## src/rtl/arp_pkg.sv

```systemverilog
// Shared ARP constants and the request FSM state type.
package arp_pkg;

  localparam logic [15:0] ARP_OPER_REQUEST = 16'd1;
  localparam logic [15:0] ARP_OPER_REPLY   = 16'd2;
  localparam logic [15:0] ARP_HTYPE_ETH    = 16'd1;
  localparam logic [15:0] ARP_PTYPE_IPV4   = 16'h0800;
  localparam logic [47:0] MAC_BROADCAST    = 48'hFFFF_FFFF_FFFF;

  typedef enum logic [1:0] {
    ST_IDLE,
    ST_SEND,
    ST_WAIT,
    ST_RESP
  } req_state_t;

endpackage

```

## src/rtl/arp_retry_timer.sv

```systemverilog
// Retransmission down-counter: expired rises load_value cycles after the load edge
// (the load cycle itself counts as the first cycle of the wait).
module arp_retry_timer (
  input  logic        clk,
  input  logic        rst,
  input  logic        load,
  input  logic [31:0] load_value,
  output logic        expired
);

  logic [31:0] count;

  always_ff @(posedge clk or negedge rst) begin
    if (!rst) begin
      count <= '0;
    end else if (load) begin
      count <= load_value - 32'd1;
    end else if (count != 32'd0) begin
      count <= count - 32'd1;
    end
  end

  assign expired = (count == 32'd0);

endmodule

```

## src/rtl/arp_ctrl.sv

```systemverilog
// ARP protocol controller: cache updates, replies for the local IP, and a single
// outstanding resolution request with timed retransmission.
module arp_ctrl
  import arp_pkg::*;
#(
  parameter int unsigned REQUEST_RETRY_COUNT = 4,
  parameter int unsigned REQUEST_TIMEOUT     = 125000000
) (
  input  logic        clk,
  input  logic        rst,
  input  logic        s_frame_valid,
  output logic        s_frame_ready,
  input  logic [15:0] s_arp_htype,
  input  logic [15:0] s_arp_ptype,
  input  logic [15:0] s_arp_oper,
  input  logic [47:0] s_arp_sha,
  input  logic [31:0] s_arp_spa,
  input  logic [47:0] s_arp_tha,
  input  logic [31:0] s_arp_tpa,
  output logic        m_frame_valid,
  input  logic        m_frame_ready,
  output logic [47:0] m_eth_dest_mac,
  output logic [15:0] m_arp_oper,
  output logic [47:0] m_arp_tha,
  output logic [31:0] m_arp_tpa,
  output logic        m_cache_wr_valid,
  input  logic        m_cache_wr_ready,
  output logic [31:0] m_cache_wr_ip,
  output logic [47:0] m_cache_wr_mac,
  input  logic        req_valid,
  output logic        req_ready,
  input  logic [31:0] req_ip,
  output logic        resp_valid,
  input  logic        resp_ready,
  output logic        resp_error,
  output logic [47:0] resp_mac,
  input  logic [47:0] local_mac,
  input  logic [31:0] local_ip
);

  localparam logic [31:0] TIMEOUT_VAL = 32'(REQUEST_TIMEOUT);
  localparam logic [31:0] RETRY_INIT  = 32'(REQUEST_RETRY_COUNT - 1);

  req_state_t  state;
  logic [31:0] target_ip;
  logic [31:0] retries;
  logic        reply_pending;
  logic [47:0] reply_mac;
  logic [31:0] reply_ip;
  logic        expired;

  logic        frame_accept, type_ok, cache_hit, reply_hit, match;
  logic        timeout, send_cand, reply_cand, out_free, grant_reply, grant_send;
  logic [47:0] reply_src_mac;
  logic [31:0] reply_src_ip;

  // The transmitter supplies SHA/SPA, and THA is irrelevant to the decisions here.
  logic unused_inputs;
  assign unused_inputs = ^{s_arp_tha, local_mac};

  assign s_frame_ready = !reply_pending && !m_cache_wr_valid;

  always_comb begin
    frame_accept = s_frame_valid && s_frame_ready;
    type_ok      = (s_arp_htype == ARP_HTYPE_ETH) && (s_arp_ptype == ARP_PTYPE_IPV4);
    cache_hit    = frame_accept && type_ok && (s_arp_spa != 32'd0) &&
                   ((s_arp_oper == ARP_OPER_REQUEST) || (s_arp_oper == ARP_OPER_REPLY));
    reply_hit    = frame_accept && type_ok && (s_arp_oper == ARP_OPER_REQUEST) &&
                   (s_arp_tpa == local_ip);
    match        = frame_accept && type_ok && (state == ST_WAIT) &&
                   (s_arp_oper == ARP_OPER_REPLY) && (s_arp_spa == target_ip);
    // An expiry with retries left competes for the output slot straight from WAIT.
    timeout      = (state == ST_WAIT) && expired && !match;
    send_cand    = (state == ST_SEND) || (timeout && (retries != 32'd0));
    reply_cand   = reply_pending || reply_hit;
    out_free     = !m_frame_valid || m_frame_ready;
    grant_reply  = out_free && reply_cand;
    grant_send   = out_free && !reply_cand && send_cand;
    reply_src_mac = reply_pending ? reply_mac : s_arp_sha;
    reply_src_ip  = reply_pending ? reply_ip  : s_arp_spa;
  end

  arp_retry_timer u_timer (
    .clk        (clk),
    .rst        (rst),
    .load       (grant_send),
    .load_value (TIMEOUT_VAL),
    .expired    (expired)
  );

  // Output frame register, parked reply and cache write channel.
  always_ff @(posedge clk or negedge rst) begin
    if (!rst) begin
      m_frame_valid    <= 1'b0;
      m_eth_dest_mac   <= '0;
      m_arp_oper       <= '0;
      m_arp_tha        <= '0;
      m_arp_tpa        <= '0;
      reply_pending    <= 1'b0;
      reply_mac        <= '0;
      reply_ip         <= '0;
      m_cache_wr_valid <= 1'b0;
      m_cache_wr_ip    <= '0;
      m_cache_wr_mac   <= '0;
    end else begin
      if (grant_reply) begin
        m_frame_valid  <= 1'b1;
        m_eth_dest_mac <= reply_src_mac;
        m_arp_oper     <= ARP_OPER_REPLY;
        m_arp_tha      <= reply_src_mac;
        m_arp_tpa      <= reply_src_ip;
      end else if (grant_send) begin
        m_frame_valid  <= 1'b1;
        m_eth_dest_mac <= MAC_BROADCAST;
        m_arp_oper     <= ARP_OPER_REQUEST;
        m_arp_tha      <= '0;
        m_arp_tpa      <= target_ip;
      end else if (m_frame_ready) begin
        m_frame_valid  <= 1'b0;
      end

      if (reply_hit && !out_free) begin
        reply_pending <= 1'b1;
        reply_mac     <= s_arp_sha;
        reply_ip      <= s_arp_spa;
      end else if (reply_pending && out_free) begin
        reply_pending <= 1'b0;
      end

      if (cache_hit) begin
        m_cache_wr_valid <= 1'b1;
        m_cache_wr_ip    <= s_arp_spa;
        m_cache_wr_mac   <= s_arp_sha;
      end else if (m_cache_wr_ready) begin
        m_cache_wr_valid <= 1'b0;
      end
    end
  end

  // Request FSM with registered handshake outputs.
  always_ff @(posedge clk or negedge rst) begin
    if (!rst) begin
      state      <= ST_IDLE;
      req_ready  <= 1'b1;
      target_ip  <= '0;
      retries    <= '0;
      resp_valid <= 1'b0;
      resp_error <= 1'b0;
      resp_mac   <= '0;
    end else begin
      case (state)
        ST_IDLE: begin
          if (req_valid) begin
            target_ip <= req_ip;
            retries   <= RETRY_INIT;
            req_ready <= 1'b0;
            state     <= ST_SEND;
          end
        end
        ST_SEND: begin
          if (grant_send) state <= ST_WAIT;
        end
        ST_WAIT: begin
          if (match) begin
            state      <= ST_RESP;
            resp_valid <= 1'b1;
            resp_error <= 1'b0;
            resp_mac   <= s_arp_sha;
          end else if (expired) begin
            if (retries != 32'd0) begin
              retries <= retries - 32'd1;
              state   <= grant_send ? ST_WAIT : ST_SEND;
            end else begin
              state      <= ST_RESP;
              resp_valid <= 1'b1;
              resp_error <= 1'b1;
              resp_mac   <= '0;
            end
          end
        end
        ST_RESP: begin
          if (resp_ready) begin
            resp_valid <= 1'b0;
            req_ready  <= 1'b1;
            state      <= ST_IDLE;
          end
        end
        default: state <= ST_IDLE;
      endcase
    end
  end

endmodule
```

## config.mk

```make
export PLATFORM = sky130hd
export DESIGN_NAME = arp_ctrl
export DESIGN_NICKNAME = d
export VERILOG_FILES = /design/src/rtl/arp_pkg.sv /design/src/rtl/arp_retry_timer.sv /design/src/rtl/arp_ctrl.sv
export SDC_FILE = /design/constraint.sdc
export NUM_CORES = 1
export LEC_CHECK = 0
export CAP_MARGIN = 20
export CORE_UTILIZATION = 30
export CTS_CLUSTER_SIZE = 24
export DETAILED_ROUTE_END_ITERATION = 8
export RECOVER_POWER = 50
export SYNTH_ARGS = -nofsm -noshare
export SYNTH_HDL_FRONTEND = slang
export SYNTH_HIERARCHICAL = 1
export SYNTH_SLANG_ARGS = --single-unit
```

## constraint.sdc

```tcl
create_clock -name clk -period 6.7 [get_ports clk]
set_clock_uncertainty 0.15 [all_clocks]
set_input_delay 1.005 -clock clk [delete_from_list [all_inputs] [get_ports clk]]
set_output_delay 1.005 -clock clk [all_outputs]
set_load 0.02 [all_outputs]
```

# Yosys cells after proc, flatten, opt, wreduce, memory -nomap -nowiden
# Cells that the tools add are included.
[classes] muxes=44 reduce_logical=49 n_addsub=2 eq_ne=18
[op_table] op="2-to-1 mux 48 bit" count=8
[op_table] op="2-to-1 mux 32 bit" count=9
[op_table] op="nonzero test 32 bit" count=3
[op_table] op="== test 32 bit" count=2
[op_table] op="case mux 32 bit (2 select lines)" count=1
[op_table] op="subtractor 32 x 1 -> 32 bit (second input constant)" count=2
[op_table] op="== test 16 x 1 -> 1 bit (second input constant)" count=2
[op_table] op="zero test 32 bit" count=1
[op_table] op="2-to-1 mux 16 bit" count=2
[op_table] op="logical AND 1 bit" count=19
[op_table] op="== test 16 x 12 -> 1 bit (second input constant)" count=1
[op_table] op="== test 16 x 2 -> 1 bit (second input constant)" count=1
[op_table] op="nonzero test 2 bit" count=8
[op_table] op="2-to-1 mux 1 bit" count=14
[op_table] op="2-to-1 mux 2 bit" count=7
[op_table] op="!= test 2 bit (second input constant)" count=6
[op_table] op="case mux 2 bit (4 select lines)" count=1
[op_table] op="AND reduction 4 bit" count=2
[op_table] op="zero test 1 bit" count=6
[op_table] op="!= test 3 bit (second input constant)" count=2
[op_table] op="AND reduction 3 bit" count=2
[op_table] op="AND reduction 5 bit" count=1
[op_table] op="== test 2 bit (second input constant)" count=2
[op_table] op="logical OR 1 bit" count=4
[op_table] op="6 further kinds" count=7
[word_totals] reg_bits=456 elab_cells=132 inputBits=327

# Logic depth before layout (Yosys ltp)
# Gate-level depths: netlist of the first run.
[depth] ltp_word=17 mapped_depth=24 ltp_nobuf=15

# Cells and area by module
# Netlist of the first run, hierarchy kept.
[by_module_without_submodules] module="arp_ctrl" cells_per_inst=1599 seq_area_each_um2=10261.1 instances=1 area_per_inst_um2=18078.6
[by_module_without_submodules] module="arp_retry_timer" cells_per_inst=321 seq_area_each_um2=800.8 instances=1 area_per_inst_um2=2725.1

# Worst setup path before layout of the first run
# No wires, ideal clock.
[synth_path] path_kind="register -> register" from="register u_timer.count[27]" to="register u_timer.count[30]" n_path_buf=8 setup_time_ns=0.125 slack_ns=0.654 stages_incl_launch_ff=24 t_arrival_ns=5.771 required_time_ns=6.425 period_less_slack_ns=6.046 cell_sequence="dfrtp_1 -> nor4_1 -> nand4_1 -> or3_1 -> clkbuf_1 -> inv_1 -> nand2_1 -> a21o_1 -> o31a_2 -> or2b_4 -> inv_2 -> buf_6 -> buf_2 -> buf_2 -> buf_2 -> buf_1 -> buf_1 -> clkbuf_1 -> mux2i_1 -> ha_1 -> o211ai_1 -> a2111oi_4 -> nand3_1 -> mux2_2"
[synth_via] elab_chain_len=7 elab_cells_between_ends=11
[synth_rtl] element="start: declaration" line_no="arp_retry_timer.sv:11" rtl="logic [31:0] count;"
[synth_rtl] element="start signal: assignment" line_no="arp_retry_timer.sv:17" rtl="count <= load_value - 32'd1;"
[synth_rtl] element="start signal: assignment" line_no="arp_retry_timer.sv:19" rtl="count <= count - 32'd1;"
[synth_rtl] element="zero test 32 bit *" line_no="arp_retry_timer.sv:23" rtl="assign expired = (count == 32'd0);"
[synth_rtl] element="named net expired" line_no="arp_ctrl.sv:50" rtl="logic expired;"
[synth_rtl] element="logical AND 1 bit * (2 in a row)" line_no="arp_ctrl.sv:73" rtl="timeout = (state == ST_WAIT) && expired && !match;"
[synth_rtl] element="logical AND 1 bit *" line_no="arp_ctrl.sv:74" rtl="send_cand = (state == ST_SEND) || (timeout && (retries != 32'd0));"
[synth_rtl] element="logical OR 1 bit *" line_no="arp_ctrl.sv:74"
[synth_rtl] element="logical AND 1 bit *" line_no="arp_ctrl.sv:78" rtl="grant_send = out_free && !reply_cand && send_cand;"
[synth_rtl] element="named net grant_send" line_no="arp_ctrl.sv:53" rtl="logic timeout, send_cand, reply_cand, out_free, grant_reply, grant_send;"
[synth_rtl] element="2-to-1 mux 32 bit / nonzero test 2 bit (equally long branches)"
# The timed path passes the listed nets; every way through them passes the cells marked *. The select of a mux whose other input is x is not followed.
# A chain may end at the register's enable or synchronous reset.

# Final worst setup path of the first run
[layout_path] from="register u_timer.count[21]" to="register u_timer.count[30]"
[layout_via] elab_chain_len=7 elab_cells_between_ends=11
[layout_rtl] element="zero test 32 bit *" line_no="arp_retry_timer.sv:23"
[layout_rtl] element="named net expired" line_no="arp_ctrl.sv:50"
[layout_rtl] element="logical AND 1 bit * (2 in a row)" line_no="arp_ctrl.sv:73"
[layout_rtl] element="logical AND 1 bit *" line_no="arp_ctrl.sv:74"
[layout_rtl] element="logical OR 1 bit *" line_no="arp_ctrl.sv:74"
[layout_rtl] element="logical AND 1 bit *" line_no="arp_ctrl.sv:78"
[layout_rtl] element="2-to-1 mux 32 bit / nonzero test 2 bit (equally long branches)"
# Marks and branches as above.

==> flow_summary_export.csv, run 1 <==
group,metric,value,unit
final_layout,drive_gt1_share,13.59,%
synthesis,async_flop_share,100.0,%
placed_design,gp_congestion,0.9243,
detailed_routing,drc,0,
detailed_routing,dr.pass1.iters,7,
power,p_sw,0.003067,W
synthesis,yosysSeqAreaShare,53.17,%
placed_design,pre_cts_ws,737.7,ps
floorplanning,initial_core_util,30.33,%
timing,slew_headroom,-108.2,%
clocking,cts_max_path_buffers,3,
power,seqPwrFrac,37.8,%
clocking,clkLatencyLatePin,610,ps
floorplanning,dieHeight,265.3,um
detailed_routing,wl_per_cell,21.03,um
detailed_routing,via_count,17120,
timing,final-setup-viol-count,0,
worst_setup_path,cp-start-kind,"flop",
timing,report.final.slew_viol_count,147,
power,power.density,315.9,nW/um^2
worst_setup_path,cp_common_cell,"nand3_1",
timing,timing.final.crit_period,5800,ps
worst_setup_path,cp_max_fo,47,
global_routing,antenna_found_initial,5,
synthesis,synth_seq_cells,442,
worst_setup_path,worstSetupPathType,"flop to flop",
power,power,0.009129,W
floorplanning,die_x,265.3,um
timing,worstMarginPinSlew,3123,ps
power,power_frac_clock,33.3,%
floorplanning,rows,96,
detailed_routing,ant_nets,0,
worst_setup_path,endpoint_kind,"flop",
synthesis,synth-edff-count,0,
final_layout,final_nets,2814,
placed_design,portBuffers,494,
power,sw_frac_of_total,33.60,%
detailed_routing,routed_via_density,4.953,
detailed_routing,first_iter_violations,1267,
global_routing,grt_overflow,0,
clocking,cts.sinks,442,
clocking,path_clk_slew,60,ps
power,internal-power,0.006062,W
global_routing,grt_pass1_vias,17420,
timing,finalCritPeriodShare,86.57,%
clocking,cts_root_buf,"clkbuf_16",
clocking,htreeDepth,2,
timing,timing.fmax,172.4,MHz
power,max-vdd-ir-drop,0.0001801,V
worst_setup_path,max_stage_delay,700,ps
synthesis,ys_warn_count,6,
min_path,hold_class,"flop to flop",
clocking,cts_tree,"built",
synthesis,yosys.area.top_type,"dfrtp_1",
flow_run,max-cap-violations,2,
floorplanning,dieArea,70400,um^2
timing,holdWs,308.6,ps
worst_setup_path,cp.arrival,6140,ps
timing,timing_hold_violations_final,0,
floorplanning,ios,605,
timing,rsz0062_at_grt,"no",
global_routing,grt.total_usage,20.29,%
synthesis,avgSynthCellArea,10.84,um^2
synthesis,synth_top_area_share,53.05,%
clocking,postCtsSetupBuffers,0,
synthesis,synth_common_cells,"441 x dfrtp_1, 376 x nand2_1, 164 x mux2_2, 91 x nor2_1, 89 x mux2i_1",
status,status,"complete, but fails checks",
timing,setup_slack,899.7,ps
global_routing,grt_max_degree,164,
synthesis,synth_ff_type,"dfrtp_1",
clocking,post_cts_resized,0,
final_layout,nFillCells,6506,
synthesis,synthesis.area,20800,um^2
power,power_frac_comb,28.9,%
power,leakage,12.66,nW
clocking,cts_buffers,52,
worst_setup_path,cp_slowest_cell,"a2111oi_4",
status,failed_checks,"max-capacitance violations, max-slew violations",
synthesis,synth_area_leaders,"dfrtp_1 53%, mux2_2 8.9%, nand2_1 6.8%",
synthesis,post-synth-top-count-cell,"dfrtp_1",
timing,final.setup.tns,0,ps
placed_design,hpwl,51480,um
worst_setup_path,cp.required,7040,ps
synthesis,yosysUniqueCellTypes,78,
floorplanning,core,68590,um^2
global_routing,grt_pass1_wl,109800,um
detailed_routing,routed_wl,72690,um
final_layout,area_growth,38.91,%
worst_setup_path,crit_chain,"nor4_1, nand3_1, or3_1, inv_1, nand2_1, a21o_1, o31a_2, or2b_4, inv_4, mux2i_1, ha_1, o211ai_1, a2111oi_4, nand3_1, mux2_2",
synthesis,syn_inst,1920,
clocking,holdBufCountCts,0,
final cells by class:
type	count	area [um^2]	area share, %
flip-flops and latches	442	11070	38.29
well taps	931	1165	4.031
multi-input cells	1454	9564	33.10
clock buffers	68	1483	5.131
clock inverters	24	347.8	1.204
diodes	2	5.005	0.01732
repair buffers	526	5231	18.10
inverters	9	36.28	0.1256
through the flow:
step	area, um^2	util (%)	instances
2_1_floorplan	21230	-	2034
3_3_place_gp	27060	39.46	3361
3_5_place_dp	27080	39.48	3362
4_1_cts	28910	42.15	3454
5_1_grt	28900	42.13	3456
6_report	28900	42.13	3456
registers in the layout, indices dropped and copies added (netlist names), 48 cells and up:
register	count
m_arp_tha	48
resp_mac	48
m_cache_wr_mac	48
m_eth_dest_mac	48
reply_mac	48
power groups by stage:
stage	Combinational [W]	Sequential [W]	Clock [W]
2_1_floorplan	0.00139	0.00357	0
3_3_place_gp	0.00258	0.00347	0
3_5_place_dp	0.00265	0.00348	0
4_1_cts	0.00266	0.00344	0.00312
5_1_grt	0.00285	0.00350	0.00323
6_report	0.00264	0.00345	0.00304
critical path: cells and delay by family (launching register included):
family,cells,cell delay [ps]
AO/OA/AOI/OAI,4,1520
multiplexers,2,590
adder cells (fa/ha/maj),1,330
buffers and inverters,2,490
flip-flops,1,410
AND/OR/NAND/NOR,6,2170
metal layers:
layer	vias to the layer above	share of wire [%]	GRT usage [%]
met4	4	2.2	5.218
li1	7890	-	-
met5	-	0.030	0
met1	8663	45	27.93
met3	91	5.4	3.888
met2	469	47	32.62
placed cells by master, fill, tap and decap left out, drive strengths merged, types with 8 or more instances in the layout:
cell type and instances:
nor2 91, a221o 8, clkinv 12, mux2 164, nand2 376, clkbuf 71
nand3 16, or3 28, conb 116, o21ai 14, bufinv 8, a22oi 55
or3b 11, dfrtp 441, xnor2 79, inv 11, nor4 44, nand4 33
nor2b 8, o31ai 13, clkdlybuf4s50 393, dlygate4sd3 100, a22o 9, o221a 24
a21oi 31, nor3b 8, nor3 23, mux2i 89, o211ai 8, nand2b 21
buf 30, o22ai 66, or4 24, xor2 19
cell families (layout without fill, tap and decap cells):
group	count (synthesis)	after routing	synth area share (%)
and+or+nand+nor	716	716	16.46
AOI/OAI and AO/OA	269	269	9.743
muxes	253	253	13.16
other	2	118	0.03610
buffers and inverters	138	627	3.188
xor gates and xnor gates	98	98	4.126
DFF	442	442	53.17
adders and majority gates	2	2	0.1203
worst paths after layout:
path	start	to	slack (ps)	cells past startpoint
max in group asynchronous	rst	resp_mac[16]$_DFFE_PN0P_	2480	2
min	resp_mac[1]$_DFFE_PN0P_	resp_mac[1]$_DFFE_PN0P_	310	2
max reg2reg	u_timer/count[21]$_DFFE_PN0P_	u_timer/count[30]$_DFFE_PN0P_	900	15
max	u_timer/count[21]$_DFFE_PN0P_	u_timer/count[30]$_DFFE_PN0P_	900	15
min reg2reg	resp_mac[1]$_DFFE_PN0P_	resp_mac[1]$_DFFE_PN0P_	310	2
min in group asynchronous	rst	reply_mac[34]$_DFFE_PN0P_	1270	1
No activity file was read; power rests on OpenSTA's default activity.
==> run 2: changes to the inputs <==
CTS_BUF_LIST = sky130_fd_sc_hd__clkbuf_16   (was default)
==> run 2 against run 1 <==
  * The run still ends with max-capacitance violations, max-slew violations left
  * Largest cell class unchanged
  * Highest routed layer unchanged
  * Non-clock buffer count is the same
  * Die area did not move
  * Combinational power is essentially flat
  * Fmax about the same
  * Final area fell by 0.35%
  * Final cell count stayed put
==> flow_summary_export.csv, run 2 (synthesis results as in run 1) <==
group,metric,value,unit
power,power.density,313.0,nW/um^2
power,power,0.009013,W
power,seqPwrFrac,38.3,%
worst_setup_path,cp-start-kind,"flop",
placed_design,post_dp_cell_area,27080,um^2
detailed_routing,routed_wl,72750,um
worst_setup_path,cp.required,7040,ps
clocking,cts_tree,"built",
timing,final.setup.tns,0,ps
final_layout,layout_commonest_cell,"dfrtp_1",
min_path,hold_class,"flop to flop",
min_path,min_path_cells,2,
timing,timing_hold_violations_final,0,
power,max-vdd-ir-drop,0.0001922,V
worst_setup_path,cp_max_fo,47,
clocking,cts_root_buf,"clkbuf_16",
detailed_routing,wl_per_cell,21.05,um
worst_setup_path,endpoint_kind,"flop",
global_routing,grt_overflow,0,
timing,report.final.slew_viol_count,147,
global_routing,antenna_found_initial,5,
placed_design,pre_cts_ws,737.7,ps
floorplanning,dieHeight,265.3,um
final_layout,nFillCells,6522,
power,power_frac_comb,29.3,%
clocking,cts.sinks,442,
power,power_frac_clock,32.4,%
flow_run,max-cap-violations,2,
clocking,postCtsSetupBuffers,0,
power,sw_frac_of_total,34.11,%
floorplanning,initial_core_util,30.33,%
global_routing,grt_pass1_wl,109900,um
final_layout,final_nets,2814,
final_layout,final_cell_mix,"440 x dfrtp_1, 393 x clkdlybuf4s50_1, 376 x nand2_1",
clocking,cts_buffers,52,
clocking,cts_max_path_buffers,3,
worst_setup_path,worstSetupPathType,"flop to flop",
detailed_routing,ant_nets,0,
clocking,htreeDepth,2,
clocking,path_clk_slew,60,ps
timing,setup_slack,901.1,ps
status,failed_checks,"max-capacitance violations, max-slew violations",
timing,finalCritPeriodShare,86.55,%
final_layout,drive_gt1_share,13.20,%
detailed_routing,dr.pass1.iters,5,
final_layout,fin_util,41.99,%
timing,worstMarginPinSlew,3124,ps
timing,rsz0062_at_grt,"no",
placed_design,portBuffers,494,
power,leakage,12.62,nW
clocking,clkLatencyLatePin,610,ps
clocking,holdBufCountCts,0,
timing,final-setup-viol-count,0,
timing,slew_headroom,-108.3,%
worst_setup_path,cp.arrival,6140,ps
detailed_routing,via_count,17150,
final_layout,multi_input_area,9564,um^2
floorplanning,dieArea,70400,um^2
worst_setup_path,ff2ff_path_depth,15,
power,p_sw,0.003074,W
floorplanning,die_x,265.3,um
placed_design,hpwl,51480,um
floorplanning,core,68590,um^2
global_routing,grt_pass1_vias,17450,
clocking,post_cts_resized,0,
floorplanning,rows,96,
power,internal-power,0.005939,W
timing,timing.final.crit_period,5799,ps
detailed_routing,first_iter_violations,1225,
final_layout,area_growth,38.43,%
detailed_routing,routed_via_density,4.963,
final_layout,final_area,28800,um^2
floorplanning,ios,605,
placed_design,gp_congestion,0.9243,
detailed_routing,drc,0,
status,status,"complete, but fails checks",
global_routing,grt_max_degree,164,
timing,timing.fmax,172.4,MHz
final_layout,area.sequential,11070,um^2
global_routing,grt.total_usage,20.30,%
[run 2: cell types whose count changed in the layout (fill, tap and decap cells not counted), sizes merged]
cell    previous run  this run
clkinv            12        22
clkbuf            71        56
inv               11        16
[run 2: per-stage QoR]
stage / hold slack [ps] / std cells
after detailed placement: 305.6 / 3362
after global placement: 302.5 / 3361
after floorplan: 330.5 / 2034
after CTS: 318.0 / 3454
after global routing: 322.5 / 3456
final: 308.7 / 3456
[run 2: final cells by class]
cell class                 count  share of cell area [%]
antenna                        2                 0.01738
clock buffer                  53                   4.605
clock inverter                39                   1.403
inverter                       9                  0.1260
multi-input combinational   1454                   33.21
sequential                   442                   38.43
tap                          931                   4.045
timing repair buffer         526                   18.17
[run 2: layer usage]
layer  track usage (%)  vias to the layer above  share of wire (%)
met4             5.280                        4                2.3
met3             3.833                       94                5.5
met5                 0                        -              0.030
met1             27.94                     8680                 45
met2             32.64                      478                 47
li1                  -                     7895                  -
[run 2: power groups by stage]
stage,registers (W),logic [W],clock network [W]
2_1_floorplan,0.00357,0.00139,0
3_3_place_gp,0.00347,0.00258,0
3_5_place_dp,0.00348,0.00265,0
4_1_cts,0.00344,0.00266,0.00299
5_1_grt,0.00350,0.00285,0.00311
6_report,0.00345,0.00264,0.00292
[run 2: final timing paths]
path	from	slack [ps]	to
max reg2reg	u_timer/count[21]$_DFFE_PN0P_	900	u_timer/count[30]$_DFFE_PN0P_
min reg2reg	resp_mac[1]$_DFFE_PN0P_	310	resp_mac[1]$_DFFE_PN0P_
min in group asynchronous	rst	1240	reply_mac[34]$_DFFE_PN0P_
max	u_timer/count[21]$_DFFE_PN0P_	900	u_timer/count[30]$_DFFE_PN0P_
min	resp_mac[1]$_DFFE_PN0P_	310	resp_mac[1]$_DFFE_PN0P_
max in group asynchronous	rst	2540	resp_mac[16]$_DFFE_PN0P_
[run 2: critical path: stages, from the launching register on]
cell       delay (ps)
dfrtp_1           410
nor4_1            610
nand3_1           400
or3_1             630
inv_1             140
nand2_1            80
a21o_1            200
o31a_2            370
or2b_4            280
inv_4             340
mux2i_1           280
ha_1              330
o211ai_1          260
a2111oi_4         710
nand3_1           160
mux2_2            310
==> run 3: changes to the inputs <==
CTS_CLUSTER_DIAMETER = 100   (was default)
==> run 3 against run 2 <==
  * The run still ends with max-capacitance violations, max-slew violations left
  * Sequential share of layout area is 1.4 points higher
  * Critical path depth is the same
  * Register-to-register slack about the same
  * Routed wire length shrank 1.2%
  * Clock power is 43% lower
  * Global-route usage is 0.38 points lower
  * Combinational power is essentially flat
  * Non-clock buffer count is the same
==> flow_summary_export.csv, run 3 (synthesis results as in run 1) <==
group,metric,value,unit
global_routing,grt_use_met3,2.870,%
worst_setup_path,r2r_start,"u_timer/count[21]$_DFFE_PN0P_",
floorplanning,die_x,265.3,um
placed_design,gp_congestion,0.9243,
worst_setup_path,worstSetupPathType,"flop to flop",
final_layout,final_cell_mix,"440 x dfrtp_1, 393 x clkdlybuf4s50_1, 376 x nand2_1",
placed_design,pre_cts_ws,737.7,ps
final_layout,drive_gt1_share,11.79,%
global_routing,grt_pass1_vias,17120,
clocking,cts.sinks,442,
detailed_routing,ant_nets,0,
worst_setup_path,cp_max_fo,47,
status,failed_checks,"max-capacitance violations, max-slew violations",
timing,worstMarginPinSlew,3186,ps
power,max-vdd-ir-drop,0.0001453,V
timing,final-setup-viol-count,0,
worst_setup_path,cp-start-kind,"flop",
clocking,clkLatencyLatePin,580,ps
detailed_routing,routed_via_density,4.982,
detailed_routing,routed_wl,71880,um
clocking,cts_root_buf,"clkbuf_16",
timing,final.setup.tns,0,ps
global_routing,grt.total_usage,19.91,%
min_path,hp-start,"resp_mac[29]$_DFFE_PN0P_",
final_layout,final_nets,2786,
timing,holdWs,317.8,ps
power,power,0.007746,W
placed_design,hpwl,51480,um
detailed_routing,first_iter_violations,1445,
global_routing,grt_pass1_wl,108400,um
placed_design,portBuffers,494,
detailed_routing,drc,0,
timing,report.final.slew_viol_count,147,
power,power.density,278.5,nW/um^2
global_routing,busiest_layer,"met2",
floorplanning,initial_core_util,30.33,%
detailed_routing,wl_per_cell,21.14,um
global_routing,grtUsageMet1,28.12,%
global_routing,use_met2,32.26,%
clocking,path_clk_slew,100,ps
clocking,holdBufCountCts,0,
timing,timing.fmax,172.5,MHz
global_routing,antenna_found_initial,5,
global_routing,grt_max_degree,164,
worst_setup_path,endpoint_kind,"flop",
placed_design,dp.cells,3362,
floorplanning,dieHeight,265.3,um
detailed_routing,via_count,16940,
floorplanning,rows,96,
power,leakage,12.10,nW
clocking,cts_buffers,24,
detailed_routing,dr.pass1.iters,5,
timing,finalCritPeriodShare,86.53,%
flow_run,max-cap-violations,2,
floorplanning,ios,605,
timing,rsz0062_at_grt,"no",
final_layout,nFillCells,6610,
clocking,cts_max_path_buffers,3,
final_layout,area_growth,33.67,%
floorplanning,core,68590,um^2
clocking,post_cts_resized,0,
global_routing,grt_overflow,0,
timing,slew_headroom,-112.4,%
clocking,postCtsSetupBuffers,0,
worst_setup_path,cp.required,7020,ps
final_layout,layout_commonest_cell,"dfrtp_1",
status,status,"complete, but fails checks",
min_path,hold_class,"flop to flop",
worst_setup_path,cp.arrival,6120,ps
worst_setup_path,cp-startpoint,"u_timer/count[21]$_DFFE_PN0P_",
clocking,cts_tree,"built",
clocking,htreeDepth,1,
timing,setup_slack,902.6,ps
timing,timing.final.crit_period,5797,ps
floorplanning,dieArea,70400,um^2
final_layout,final_cells,3401,
timing,timing_hold_violations_final,0,
[run 3: cell count changes in the layout (fill, tap and decap cells not counted)]
| cell | before | now |
|---|---|---|
| clkbuf_16 | 53 | 25 |
| clkinv_1 | 10 | 1 |
| clkinv_2 | 11 | 2 |
| bufinv_16 | 8 | 1 |
| inv_1 | 13 | 9 |
| clkinv_4 | 1 | 4 |
| clkinv_8 | 0 | 1 |
| clkinvlp_4 | 2 | 1 |
| inv_16 | 1 | 0 |
[run 3: worst max-delay path, cell delays in order, from the launching register on]
cell       delay [ps]
dfrtp_1           420
nor4_1            610
nand3_1           410
or3_1             620
inv_1             150
nand2_1            80
a21o_1            200
o31a_2            370
or2b_4            280
inv_4             340
mux2i_1           280
ha_1              330
o211ai_1          250
a2111oi_4         700
nand3_1           170
mux2_2            310
[run 3: metal layers]
layer	vias up	routed length (um)
met4	4	1381
met1	8580	32980
met3	72	3704
li1	7800	-
met2	488	33800
met5	-	23
[run 3: metrics by stage]
step,utilization (%),area [um^2]
global placement,39.46,27060
detailed placement,39.48,27080
finish,40.54,27810
global route,40.54,27810
floorplan,-,21230
CTS,40.56,27820
[run 3: worst paths after layout]
path	slack (ps)	endpoint	depth (start not counted)
min in group asynchronous	1300	reply_mac[34]$_DFFE_PN0P_	1
min	320	resp_mac[29]$_DFFE_PN0P_	2
min reg2reg	320	resp_mac[29]$_DFFE_PN0P_	2
max in group asynchronous	2430	m_cache_wr_mac[10]$_DFFE_PN0P_	2
max	900	u_timer/count[30]$_DFFE_PN0P_	15
max reg2reg	900	u_timer/count[30]$_DFFE_PN0P_	15
[run 3: where the power goes]
| part | internal (W) | switching [W] |
|---|---|---|
| registers | 0.00306 | 0.000381 |
| clock network | 0.000729 | 0.000938 |
| logic | 0.00113 | 0.00151 |
| total | 0.00492 | 0.00283 |
[run 3: area by class of cell]
class	instances	area, um^2	share of cell area (%)
inverter	9	36.28	0.1305
clock inverter	12	115.1	0.4139
antenna	2	5.005	0.01800
timing repair buffer	526	5231	18.81
tap	931	1165	4.189
sequential	442	11070	39.79
clock buffer	25	625.6	2.250
multi-input combinational	1454	9564	34.39
